## config.mk

```make
export PLATFORM = sky130hd
export DESIGN_NAME = seven_seg_scanner
export DESIGN_NICKNAME = d
export VERILOG_FILES = /design/src/rtl/seven_seg_scanner.sv
export SDC_FILE = /design/constraint.sdc
export NUM_CORES = 1
export LEC_CHECK = 0
export CAP_MARGIN = 25
export CORE_AREA = 2 2 74 76
export CTS_CLUSTER_DIAMETER = 30
export CTS_CLUSTER_SIZE = 12
export DETAILED_ROUTE_END_ITERATION = 8
export DIE_AREA = 0 0 76 78
export PLACE_DENSITY = 0.7
export SYNTH_ARGS = -nofsm -noshare
export SYNTH_HDL_FRONTEND = slang
export SYNTH_SLANG_ARGS = --single-unit
```

## constraint.sdc

```tcl
create_clock -name clk -period 2.5 [get_ports clk]
set_input_delay 0.25 -clock clk [delete_from_list [all_inputs] [get_ports clk]]
set_output_delay 0.25 -clock clk [all_outputs]
set_load 0.005 [all_outputs]
```

## src/rtl/seven_seg_scanner.sv

```systemverilog
// Time-multiplexed four-digit display scanner with a blanking gap before each
// digit, frame-synchronous value updates and optional leading-zero suppression.
module seven_seg_scanner #(
    parameter int REFRESH_DIV  = 1000,
    parameter int BLANK_CYCLES = 4
) (
    input  logic        clk,
    input  logic        rst_n,
    input  logic        load,
    input  logic [15:0] value_in,
    input  logic        lz_en,
    output logic [3:0]  digit_code,
    output logic [1:0]  digit_sel,
    output logic [3:0]  anode,
    output logic        frame_done,
    output logic        state_dbg
);

    localparam int MAXC = (REFRESH_DIV > BLANK_CYCLES) ? REFRESH_DIV : BLANK_CYCLES;
    localparam int CW   = (MAXC > 1) ? $clog2(MAXC) : 1;

    typedef enum logic {BLANK = 1'b0, SHOW = 1'b1} state_t;

    state_t        state, state_n;
    logic [CW-1:0] cnt, cnt_n;
    logic [1:0]    sel_n;
    logic          wrap;

    logic [15:0]   shadow, shadow_n;
    logic [15:0]   pending, pending_n;
    logic          pend_valid, pend_valid_n;

    logic [3:0]    anode_n;
    logic [3:0]    code_n;
    logic [3:0]    upper_zero;

    assign state_dbg = (state == SHOW);

    always_ff @(posedge clk or negedge rst_n) begin
        if (!rst_n) begin
            state     <= BLANK;
            cnt       <= '0;
            digit_sel <= 2'd0;
        end else begin
            state     <= state_n;
            cnt       <= cnt_n;
            digit_sel <= sel_n;
        end
    end

    always_comb begin
        state_n = state;
        cnt_n   = cnt + 1'b1;
        sel_n   = digit_sel;
        wrap    = 1'b0;
        case (state)
            BLANK: begin
                if (cnt == CW'(BLANK_CYCLES - 1)) begin
                    state_n = SHOW;
                    cnt_n   = '0;
                end
            end
            SHOW: begin
                if (cnt == CW'(REFRESH_DIV - 1)) begin
                    state_n = BLANK;
                    cnt_n   = '0;
                    sel_n   = digit_sel + 2'd1;
                    wrap    = (digit_sel == 2'd3);
                end
            end
            default: begin
                state_n = BLANK;
                cnt_n   = '0;
            end
        endcase
    end

    // A load on the wrap cycle bypasses pending so the new frame shows it at once.
    always_comb begin
        shadow_n     = shadow;
        pending_n    = pending;
        pend_valid_n = pend_valid;
        if (load && wrap) begin
            shadow_n     = value_in;
            pend_valid_n = 1'b0;
        end else if (load) begin
            pending_n    = value_in;
            pend_valid_n = 1'b1;
        end else if (wrap && pend_valid) begin
            shadow_n     = pending;
            pend_valid_n = 1'b0;
        end
    end

    always_ff @(posedge clk or negedge rst_n) begin
        if (!rst_n) begin
            shadow     <= '0;
            pending    <= '0;
            pend_valid <= 1'b0;
        end else begin
            shadow     <= shadow_n;
            pending    <= pending_n;
            pend_valid <= pend_valid_n;
        end
    end

    // Outputs are precomputed from next-state values so they line up with digit_sel.
    always_comb begin
        upper_zero[0] = 1'b0;
        upper_zero[1] = (shadow_n[15:4] == 12'h000);
        upper_zero[2] = (shadow_n[15:8] == 8'h00);
        upper_zero[3] = (shadow_n[15:12] == 4'h0);
        anode_n = 4'b1111;
        if (state_n == SHOW && !(lz_en && upper_zero[sel_n]))
            anode_n = ~(4'b0001 << sel_n);
        code_n = shadow_n[{sel_n, 2'b00} +: 4];
    end

    always_ff @(posedge clk or negedge rst_n) begin
        if (!rst_n) begin
            anode      <= 4'b1111;
            digit_code <= 4'h0;
            frame_done <= 1'b0;
        end else begin
            anode      <= anode_n;
            digit_code <= code_n;
            frame_done <= wrap;
        end
    end

endmodule

```

Yosys cells after proc, flatten, opt, wreduce, memory -nomap -nowiden --
Index checks and enable logic that the tools add are counted.
Operators by class: add/sub/neg operators 2, $lt $le $gt $ge 1, equal/unequal tests 3, shifts and indexed selects 2, mux-type cells 19, bitwise gates (word level) 3, reductions and logical operators 10
Operator list (number):
- $mux 16 | 3
- $mux 10 | 2
- $pmux 10 s2 | 1
- $shiftx 16x5->4 | 1
- $logic_not 12->1 | 1
- $add 10x1->10 const B | 1
- $eq 10x10->1 const B | 1
- $eq 10x2->1 const B | 1
- $logic_not 8->1 | 1
- $mux 1 | 8
- $logic_and 1x1->1 | 4
- $logic_not 4->1 | 1
- $mux 2 | 2
- $mux 4 | 1
- $not 4->4 | 1
- $shl 1x2->4 const A | 1
- $lt 2x3->1 const B | 1
- $reduce_bool 3->1 | 1
- $add 2x1->2 const B | 1
- $bmux 1 s2 | 1
- $eq 2x2->1 const B | 1
- $not 1->1 | 2
- $pmux 1 s2 | 1
- $reduce_and 2->1 | 1
- $logic_not 1->1 | 1
Word-level totals: bits in registers 55, input port bits 20, output and inout bits 12, word-level logic and storage cells 49

Longest topological paths before layout --
depth in word-level cells 14, mapped depth 9

Worst setup path after synthesis --
No wires, ideal clock.
path type flip-flop to flip-flop, start register cnt[0], end register anode[1], arrival 2.671 ns, slack -0.252 ns, stages on the path, launching flop included 9, buffers on the path 1, period minus slack after synthesis 2.752 ns, cell sequence dfrtp_1 ha_1 or3b_1 buf_2 o41a_1 a221o_1 or2_1 or4_4 o2111ai_2
On the way: word-level cells in the longest chain between the ends 14, elaborated cells on any way between the ends 25, those cells by class eq/ne: 2; shift: 1; mux: 13; bitwise: 1; reduce/logical: 8
RTL lines:
- start, declared | line 25 | logic [CW-1:0] cnt, cnt_n;
- start signal, assigned | line 46 | cnt <= cnt_n;
- $eq 10x10->1 (*) | line 64 | if (cnt == CW'(REFRESH_DIV - 1)) begin
- $mux 1 (*) | line 64
- $mux 1 (*) | line 56 | case (state)
- $logic_and 1x1->1 | line 89 | end else if (wrap && pend_valid) begin
- $mux 16 | line 89
- $mux 16 | line 86 | end else if (load) begin
- $mux 16 (*) | line 83 | if (load && wrap) begin
- net shadow_n[14] | line 29 | logic [15:0] shadow, shadow_n;
- $logic_not 12->1, or another cell as far along | line 110 | upper_zero[1] = (shadow_n[15:4] == 12'h000);
- $bmux 1 s2 (*) | line 114 | if (state_n == SHOW && !(lz_en && upper_zero[sel_n]))
- $mux 1 (implied by the code) (*) | line 114
- $logic_and 1x1->1 (*) | line 114
- $logic_not 1->1 (*) | line 114
- $logic_and 1x1->1 (*) | line 114
- $mux 4 (*) | line 114
- net anode_n[1] | line 33 | logic [3:0] anode_n;
- end signal, assigned | line 125 | anode <= anode_n;
- end, declared | line 14 | output logic [3:0] anode,
The timed path passes the listed nets; every way through them passes the cells marked *. The select of a mux whose other input is x is not followed. A chain may end at the register's enable or synchronous reset.

Worst setup path after layout --
start register cnt[0], end register anode[1]
On the way: word-level cells in the longest chain between the ends 14, elaborated cells on any way between the ends 25, those cells by class eq/ne: 2; shift: 1; mux: 13; bitwise: 1; reduce/logical: 8
RTL lines (line):
- $eq 10x10->1 | 64
- $mux 1 | 64
- $mux 1 | 56
- $logic_and 1x1->1 | 89
- $mux 16 | 89
- $mux 16 | 86
- $mux 16 | 83
- $logic_not 12->1, or another cell as far along | 110
- $bmux 1 s2 | 114
- $mux 1 (implied by the code) | 114
- $logic_and 1x1->1 | 114
- $logic_not 1->1 | 114
- $logic_and 1x1->1 | 114
- $mux 4 (*) | 114
- net anode_n[1] | 33
Marks and branches as above.

==> results_dict.tcl <==
set metrics [dict create \
    busiest_layer "met2" \
    coreArea_um2 5040 \
    clock_latency_ns 0.32 \
    cts_tree "yes" \
    nets 323 \
    worstPathMaxFanout 5 \
    power_frac_seq_pct 60.3 \
    rows 26 \
    min_period_ns 2.62 \
    violations "negative setup slack" \
    reg2reg_from "cnt[0]" \
    drv_slew 0 \
    switching_power_uw 365 \
    grt_use_met1_pct 27.0 \
    finalCritPeriodShare_pct 105 \
    setup_viol 2 \
    antenna_found_initial 0 \
    overflow 0 \
    synth_area_leaders "dfrtp_1, mux2_2, dfstp_2" \
    arrival_ns 2.87 \
    slew_headroom_pct 55.6 \
    die_h_um 78 \
    worst_slew_pin_slew_ns 0.666 \
    r2r-end "anode[1]" \
    reg2reg_depth 7 \
    worst_setup_path_start_kind "register" \
    yosysTopAreaCellShare_pct 51.7 \
    syn_area_um2 2470 \
    drive_above_1_share_pct 31.5 \
    grt_pass1_wl_mm 10.1 \
    final.setup_skew_ns 0.0115 \
    timing.fmax_mhz 381 \
    syn_inst 219 \
    worstSetupPathType "register to register" \
    synth_edf_count 0 \
    cts_root_buf "clkbuf_8" \
    setup_slack_ns -0.122 \
    clk_pin_slew_ns 0.11 \
    critPathCaptureType "register" \
    grt_pass1_vias 2174 \
    drt-total-wl_mm 6.05 \
    place_hpwl_mm 4.41 \
    drcViolationCount 0 \
    fin_area_um2 3440 \
    comb_power_share_pct 6.9 \
    yosysMostFrequentCell "dfrtp_1" \
    place.gp.congestion 0.960 \
    met3_usage_pct 4.65 \
    num_antenna_cells 0 \
    clk_path_buf_depth 2 \
    grt_util_all_layers_pct 21.9 \
    io_buffers 31 \
    routedWlPerCell_um 16.3 \
    cap_violations 0 \
    syn_nets 241 \
    p_per_area_nw_per_um2 449 \
    die_area_um2 5930 \
    numCtsBuffers 5 \
    synth-main-ff-cell "dfrtp_1" \
    power.share.switching_pct 23.7 \
    ys_seq_elements 55 \
    seq_area_frac_synth_pct 55.9 \
    synth_common_cells "dfrtp_1, nand2_1, mux2_2, nor2_1, nand3_1" \
    die_w_um 76 \
    synth_area_per_cell_um2 11.3 \
    hold_viol_final 0 \
    rsz0062_at_grt "true" \
    start_util_pct 49.0 \
    irDropWorstVdd_mv 0.302 \
    dr_total_vias 2089 \
    grt_start_max_net_pins 29 \
    synthArstFlopShare_pct 100 \
    grt_util_met2_pct 38.0 \
    cts_sinks 55 \
    power_frac_clock_pct 32.9 \
    fin_util_pct 68.1 \
    status "finished, violations left" \
    ios 32 \
    viasPerCell 5.62 \
    postRouteAntennaNets 0 \
    firstDrtPassIters 4 \
    p_leak_nw 1.62 \
    placed_area_um2 3250 \
    drt-initial-drc-count 90 \
    p_int_mw 1.18 \
    area_growth_pct 39.1 \
    r2r_slack_ns -0.12 \
    worstPathRequired_ns 2.75 \
    htreeDepth 2 \
    ys_warn_count 0 \
    pre_cts_ws_ns -0.235 \
    yosys.area.top_type "dfrtp_1" \
    ys_types 41 \
    min_path_type "primary input to asynchronous set/reset pin" \
]
-- state kept, by name, summed over array words and instances, names as in the netlist --
name	cells
digit_sel	2
shadow	16
cnt	10
digit_code	4
state_dbg	1
frame_done	1
pending	16
pend_valid	1
anode	4
-- cells in the final DEF, fill, tap and decap left out, drive strengths merged, types with 2 or more instances in the layout --
cell type / instances
mux2: 15
xnor2: 3
o21ai: 7
dfrtp: 51
or3b: 2
o211ai: 4
mux2i: 3
ha: 2
xor2: 5
nand4: 4
a221o: 6
and3: 9
buf: 51
nand2: 19
a21oi: 5
inv: 10
a22oi: 5
or4: 4
nand3: 13
o41a: 3
nor4: 5
a41o: 3
nor2: 15
clkdlybuf4s50: 30
clkbuf: 6
dfstp: 4
o221ai: 3
-- metal layers --
metal	vias up	share of wire (%)
met5	-	0
met4	0	2.0
met3	8	3.6
met2	51	50
met1	1053	44
li1	977	-
-- power groups by stage --
| stage | Combinational (mW) | Clock [mW] | Sequential, mW |
|---|---|---|---|
| floorplan | 0.0381 | 0 | 0.942 |
| global placement | 0.105 | 0 | 0.946 |
| detailed placement | 0.107 | 0 | 0.946 |
| CTS | 0.108 | 0.516 | 0.929 |
| global route | 0.117 | 0.557 | 0.934 |
| finish | 0.106 | 0.507 | 0.930 |
-- cells by family (layout without fill, tap and decap cells) --
kind of cell / Yosys count / after routing / synth area share [%]
mux: 18 / 18 / 8.05
xor+xnor: 8 / 8 / 2.84
compound gates: 42 / 42 / 13.6
fa+ha+maj: 2 / 2 / 1.01
simple gates: 77 / 78 / 16.0
buf+inv: 17 / 99 / 2.63
flops: 55 / 55 / 55.9
-- how the worst max path moves through the flow --
stage,startpoint,to,slack (ns),cells past startpoint
floorplan,cnt[0],anode[1],-0.08,8
global placement,load,anode[1],-0.16,7
detailed placement,load,anode[1],-0.24,7
CTS,cnt[1],anode[1],-0.11,7
global route,cnt[0],anode[1],-0.25,7
finish,cnt[0],anode[1],-0.12,7
-- repair_timing --
item,in CTS,in global routing
buffers inserted,1,3
hold buffers,1,0
gates cloned,1,0
endpoints found under the hold margin,23,0
setup endpoints to repair,7,7
resized for setup,2,6
pin swaps,0,2
-- layout make-up --
class / instances / area (um2)
flip-flops and latches: 55 / 1380
multi-input cells: 148 / 1130
repair buffers: 82 / 716
inverters: 9 / 33.8
fillers: 396 / 1610
clock buffers: 6 / 72.6
well taps: 70 / 87.6
clock inverters: 2 / 16.3
-- critical path: stages, from the launching register on --
cell and delay, ns:
dfrtp_1 0.36, ha_2 0.19, or3b_4 0.43, or4_4 0.49, o221ai_2 0.22, nand4_1 0.13
or4_4 0.54, o2111ai_2 0.18
-- per-stage QoR --
step	cells	power (mW)	setup TNS [ns]	hold slack [ns]
global placement	358	1.05	-0.485	0.312
floorplan	219	0.980	-0.0806	-0.0456
finish	372	1.54	-0.152	0.489
detailed placement	358	1.05	-0.665	0.313
CTS	369	1.55	-0.240	0.498
global route	372	1.61	-0.396	0.527
No activity file was read; power rests on OpenSTA's default activity.
